$ cat src/rtl/clock_enable_gen.sv
// -----------------------------------------------------------------------------
// clock_enable_gen
//
// Purpose:
//    Produces NUM_CH single-cycle clock-enable strobes from one system clock,
//    each one firing every div[i] cycles. The strobes, and a downstream reset,
//    are released only after the PLL has been locked for RST_HOLD cycles.
//    Loss of lock drops the block back to waiting for lock.
//
//    Sequencing:  WAIT_LOCK --lock--> HOLD (RST_HOLD cycles) --> RUN
//    Losing lock in any state returns to WAIT_LOCK.
//
// Parameters:
//    NUM_CH     number of clock-enable channels (1..8)
//    CNT_WIDTH  divisor / counter width in bits
//    DIV_INIT   divisor loaded into every channel on reset
//    RST_HOLD   cycles spent in HOLD after lock is seen (>= 2)
//
// Ports:
//    clock       in   system clock, all state changes on its rising edge
//    resetn      in   asynchronous active-low reset
//    pll_lock    in   PLL lock indicator, asynchronous to clock
//    div_wr      in   divisor write strobe, one cycle per write
//    div_sel     in   channel index for div_wr (indices >= NUM_CH are ignored)
//    div_value   in   new divisor for channel div_sel
//    ce          out  per-channel single-cycle clock-enable strobes
//    sys_resetn  out  downstream reset, asserted asynchronously and
//                     deasserted synchronously one cycle after RUN is entered
//    ready       out  high while the block is in RUN (same timing as sys_resetn)
// -----------------------------------------------------------------------------
module clock_enable_gen #(
   parameter int NUM_CH    = 4,
   parameter int CNT_WIDTH = 16,
   parameter int DIV_INIT  = 1,
   parameter int RST_HOLD  = 1024
) (
   input  logic                 clock,
   input  logic                 resetn,
   input  logic                 pll_lock,
   input  logic                 div_wr,
   input  logic [2:0]           div_sel,
   input  logic [CNT_WIDTH-1:0] div_value,
   output logic [NUM_CH-1:0]    ce,
   output logic                 sys_resetn,
   output logic                 ready
);

   localparam int                   HOLD_W    = $clog2(RST_HOLD);
   localparam logic [HOLD_W-1:0]    HOLD_LOAD = HOLD_W'(RST_HOLD - 1);
   localparam logic [CNT_WIDTH-1:0] DIV_RST   = CNT_WIDTH'(DIV_INIT);

   typedef enum logic [1:0] {
      ST_WAIT_LOCK = 2'd0,
      ST_HOLD      = 2'd1,
      ST_RUN       = 2'd2
   } state_t;

   // --------------------------------------------------------------------------
   // Lock synchroniser (two flops, pll_lock is asynchronous to clock)
   // --------------------------------------------------------------------------
   logic sync1_q;
   logic lock_s_q;

   always_ff @(posedge clock or negedge resetn) begin
      if (!resetn) begin
         sync1_q  <= 1'b0;
         lock_s_q <= 1'b0;
      end else begin
         sync1_q  <= pll_lock;
         lock_s_q <= sync1_q;
      end
   end

   // --------------------------------------------------------------------------
   // Lock / hold sequencer
   // --------------------------------------------------------------------------
   state_t            state_q;
   state_t            state_d;
   logic [HOLD_W-1:0] hold_q;
   logic [HOLD_W-1:0] hold_d;

   always_ff @(posedge clock or negedge resetn) begin
      if (!resetn) begin
         state_q <= ST_WAIT_LOCK;
         hold_q  <= '0;
      end else begin
         state_q <= state_d;
         hold_q  <= hold_d;
      end
   end

   always_comb begin
      state_d = state_q;
      hold_d  = hold_q;
      if (!lock_s_q) begin
         // Losing lock overrides every other transition.
         state_d = ST_WAIT_LOCK;
      end else begin
         case (state_q)
            ST_WAIT_LOCK: begin
               state_d = ST_HOLD;
               hold_d  = HOLD_LOAD;
            end
            ST_HOLD: begin
               // Counter visits HOLD_LOAD..0, so HOLD lasts RST_HOLD cycles.
               if (hold_q == '0) begin
                  state_d = ST_RUN;
               end else begin
                  hold_d = hold_q - HOLD_W'(1);
               end
            end
            ST_RUN: begin
               state_d = ST_RUN;
            end
            default: begin
               state_d = ST_WAIT_LOCK;
            end
         endcase
      end
   end

   // --------------------------------------------------------------------------
   // Registered run indication: drives both ready and sys_resetn. The async
   // reset clears it immediately; release happens on a clock edge.
   // --------------------------------------------------------------------------
   logic in_run;
   logic run_q;
   logic run_d;

   assign in_run = (state_q == ST_RUN);
   assign run_d  = in_run;

   always_ff @(posedge clock or negedge resetn) begin
      if (!resetn) begin
         run_q <= 1'b0;
      end else begin
         run_q <= run_d;
      end
   end

   assign ready      = run_q;
   assign sys_resetn = run_q;

   // --------------------------------------------------------------------------
   // Per-channel divisor register, down-counter and registered strobe.
   //
   // Counters sit at 0 outside RUN, so every enabled channel fires in the
   // first RUN cycle and the first strobes line up with ready rising.
   // A divisor write only changes the value loaded at the next reload, so the
   // period in progress always completes. A disabled channel (div=0) holds its
   // counter at 0, which makes a newly written divisor fire straight away.
   // --------------------------------------------------------------------------
   for (genvar gi = 0; gi < NUM_CH; gi++) begin : g_ch
      logic [CNT_WIDTH-1:0] div_q;
      logic [CNT_WIDTH-1:0] div_d;
      logic [CNT_WIDTH-1:0] cnt_q;
      logic [CNT_WIDTH-1:0] cnt_d;
      logic                 ce_q;
      logic                 ce_d;

      // Selects outside 0..NUM_CH-1 match no channel and are dropped.
      always_comb begin
         div_d = div_q;
         if (div_wr && (div_sel == 3'(gi))) begin
            div_d = div_value;
         end
      end

      always_comb begin
         cnt_d = cnt_q;
         ce_d  = 1'b0;
         if (!in_run || (div_q == '0)) begin
            cnt_d = '0;
         end else if (cnt_q == '0) begin
            ce_d  = 1'b1;
            cnt_d = div_q - CNT_WIDTH'(1);
         end else begin
            cnt_d = cnt_q - CNT_WIDTH'(1);
         end
      end

      always_ff @(posedge clock or negedge resetn) begin
         if (!resetn) begin
            div_q <= DIV_RST;
            cnt_q <= '0;
            ce_q  <= 1'b0;
         end else begin
            div_q <= div_d;
            cnt_q <= cnt_d;
            ce_q  <= ce_d;
         end
      end

      assign ce[gi] = ce_q;
   end

endmodule

$ cat config.mk
export PLATFORM = sky130hd
export DESIGN_NAME = clock_enable_gen
export DESIGN_NICKNAME = d
export VERILOG_FILES = /design/src/rtl/clock_enable_gen.sv
export SDC_FILE = /design/constraint.sdc
export NUM_CORES = 1
export LEC_CHECK = 0
export ABC_CLOCK_PERIOD_IN_PS = 3200
export CORE_MARGIN = 2
export CORE_UTILIZATION = 45
export DETAILED_ROUTE_END_ITERATION = 12
export PLACE_DENSITY = 0.7
export SLEW_MARGIN = 20
export SYNTH_ARGS = -nofsm -noshare
export SYNTH_HDL_FRONTEND = slang
export SYNTH_SLANG_ARGS = --single-unit
$ cat constraint.sdc
create_clock -name clock -period 3.2 [get_ports clock]
set_input_delay 0.32 -clock clock [delete_from_list [all_inputs] [get_ports clock]]
set_output_delay 0.32 -clock clock [all_outputs]
set_load 0.01 [all_outputs]
==> results.json <==
{
  "root_buffer": "clkbuf_16",
  "drtIter0Drc": 414,
  "cts_setup_buffers": 0,
  "critical_path_class": "reg2reg",
  "portBuffers": 28,
  "use_met3": 0.0363,
  "die_y_um": 134,
  "antenna_found_initial": 0,
  "critPathArrivalTime_ns": 3.35,
  "critPathMaxFanout": 9,
  "skew_ns": 0.00892,
  "ys_seq_elements": 147,
  "hold_class": "in2reg",
  "grt_pass1_vias": 5882,
  "hpwl_um": 12600,
  "cts_made_buffers": 17,
  "synth_top_area_cell": "dfrtp_1",
  "avgSynthCellArea_um2": 10.0,
  "tightest_slew_ns": 0.733,
  "yosysMostFrequentCell": "dfrtp_1",
  "reg2reg_depth": 10,
  "h-tree-depth": 4,
  "synth_common_cells": "dfrtp_1 (143), nor2_1 (92), a21oi_1 (82), mux2_2 (64), nand2_1 (48)",
  "layout-drive-gt1-share": 0.185,
  "ys.flop_type": "dfrtp_1",
  "use_met1": 0.291,
  "grt_pass1_wl_um": 29900,
  "nets": 838,
  "grt_use_met2": 0.336,
  "post-route-period-util": 0.938,
  "synth_cell_type_count": 63,
  "max_cap_violations": 0,
  "final_antenna_net_count": 0,
  "ys_seq_area_frac": 0.483,
  "num_vias": 6150,
  "post-place-ws_ns": 0.156,
  "grt_util_all_layers": 0.210,
  "r2r-start": "g_ch[0].cnt_q[9]$_DFF_PN0_",
  "finalHoldViolations": 0,
  "synthTopCellsByArea": "dfrtp_1 (47%), mux2_2 (9.4%), a21oi_1 (5.4%)",
  "synthesis.nets": 794,
  "async_reset_ff_frac": 1.00,
  "rows": 47,
  "clockBufferDepth": 2,
  "slew_violations": 0,
  "busiest_layer": "met2",
  "status": "completed",
  "grt_max_degree": 80,
  "period_needed_ns": 3.00,
  "syn_area_mm2": 0.00763,
  "cts_tree": "done",
  "start_util": 0.460,
  "dr.pass1.iters": 4,
  "clock_sink_count": 147,
  "ios": 29,
  "grt_remaining_overflow": 0,
  "rsz0062_at_grt": "false",
  "fmax_mhz": 333,
  "drcViolationCount": 0,
  "clkLatencyLatePin_ns": 0.44,
  "setup_tns_ns": 0,
  "crit_path_start": "g_ch[0].cnt_q[9]$_DFF_PN0_",
  "synthCells": 763,
  "cp-endpoint": "g_ch[0].cnt_q[14]$_DFF_PN0_",
  "antennaDiodeCount": 0,
  "post-route-util": 0.534,
  "routed_wl_um": 17900,
  "startpoint_type": "flip-flop",
  "vias_per_cell": 5.91,
  "setup_viol": 0,
  "die_w_um": 134,
  "place.gp.congestion": 0.873,
  "clk_pin_slew_ns": 0.06,
  "r2r_end": "g_ch[0].cnt_q[14]$_DFF_PN0_",
  "core_area_mm2": 0.0166,
  "dieArea_mm2": 0.0180,
  "setup_ws_ns": 0.200,
  "syn_to_final_growth_pct": 16.1,
  "wl_per_cell_um": 17.2,
  "critical_path_required_ns": 3.55,
  "netlist.area_leader.share": 0.469,
  "reg2reg_setup_slack_ns": 0.20,
  "synth-edff-count": 0,
  "slew_headroom": 0.511,
  "end_kind": "flip-flop",
  "yosysWarnings": 0
}
metrics by stage:
step | instance area [um^2] | cells | hold slack [ns]
2_1_floorplan | 7630 | 763 | 0.0244
3_3_place_gp | 8270 | 1007 | 0.336
3_5_place_dp | 8270 | 1007 | 0.340
4_1_cts | 8850 | 1040 | 0.319
5_1_grt | 8860 | 1040 | 0.330
6_report | 8860 | 1040 | 0.327
cell type report:
| cell class | instances | area (um^2) |
|---|---|---|
| Fill cell | 1486 | 7720 |
| Multi-Input combinational cell | 575 | 3810 |
| Sequential cell | 147 | 3680 |
| Timing Repair Buffer | 54 | 479 |
| Clock buffer | 17 | 425 |
| Tap cell | 220 | 275 |
| Clock inverter | 15 | 139 |
| Inverter | 12 | 45.0 |
cell usage in the layout (no fill, tap or decap), types with 12 or more instances in the layout:
| cell type | n |
|---|---|
| clkbuf_16 | 17 |
| nor2_1 | 92 |
| buf_4 | 25 |
| inv_1 | 12 |
| or4_1 | 12 |
| a21oi_1 | 82 |
| xnor2_1 | 16 |
| nand3_1 | 19 |
| o21ai_0 | 22 |
| dfrtp_1 | 143 |
| nor3_1 | 27 |
| xor2_1 | 22 |
| nand2_1 | 48 |
| mux2_2 | 64 |
| nor4_1 | 25 |
| clkdlybuf4s50_1 | 27 |
what timing repair did:
item | 4_1_cts | 5_1_grt
endpoints found under the setup margin | 0 | 1
hold buffers | 1 | 0
gates resized for setup | 0 | 2
endpoints found under the hold margin | 73 | 0
worst max-delay path: stages (launching register included):
cell and delay [ns]:
dfrtp_1 0.46, nor4_1 0.14, and3_1 0.30, and2_1 0.26, a21oi_1 0.18, ha_1 0.20, nand2_1 0.08, a31o_2 0.25
or4_1 0.59, o31a_1 0.26, nor3_1 0.19
flip-flops by register name, summed over array words and instances (netlist names):
name and flops:
ready 1, hold_q 10, state_q 2, g_ch.cnt_q 64
g_ch.ce_q 4, g_ch.div_q 64, lock_s_q 1, sync1_q 1
kinds of logic (layout without fill, tap and decap cells):
family / count (synthesis) / in the layout / share of synthesized area
simple gates: 280 / 280 / 0.189
compound gates: 184 / 184 / 0.152
flops: 147 / 147 / 0.483
mux: 65 / 65 / 0.0958
buf+inv: 41 / 98 / 0.0238
xor+xnor: 38 / 38 / 0.0436
fa+ha+maj: 8 / 8 / 0.0131
routing by layer:
metal / part of all wire / wire (um) / up-vias
met2: 0.47 / 8440 / 163
met4: 0.014 / 255 / 0
met5: 0 / 0 / -
met1: 0.48 / 8520 / 3046
li1: - / - / 2917
met3: 0.036 / 645 / 24
worst min path at each step:
stage                      start                      to  slack [ns]  depth (start not counted)
4_1_cts                 pll_lock       sync1_q$_DFF_PN0_        0.32                          1
5_1_grt                 pll_lock       sync1_q$_DFF_PN0_        0.33                          1
3_3_place_gp   sync1_q$_DFF_PN0_      lock_s_q$_DFF_PN0_        0.34                          0
2_1_floorplan             resetn  g_ch[0].ce_q$_DFF_PN0_        0.02                          0
6_report                pll_lock       sync1_q$_DFF_PN0_        0.33                          1
3_5_place_dp   sync1_q$_DFF_PN0_      lock_s_q$_DFF_PN0_        0.34                          0
Power is left out: the tool's default activity adds up to more than one toggle a clock period on the data nets, which glitch-free logic cannot reach.
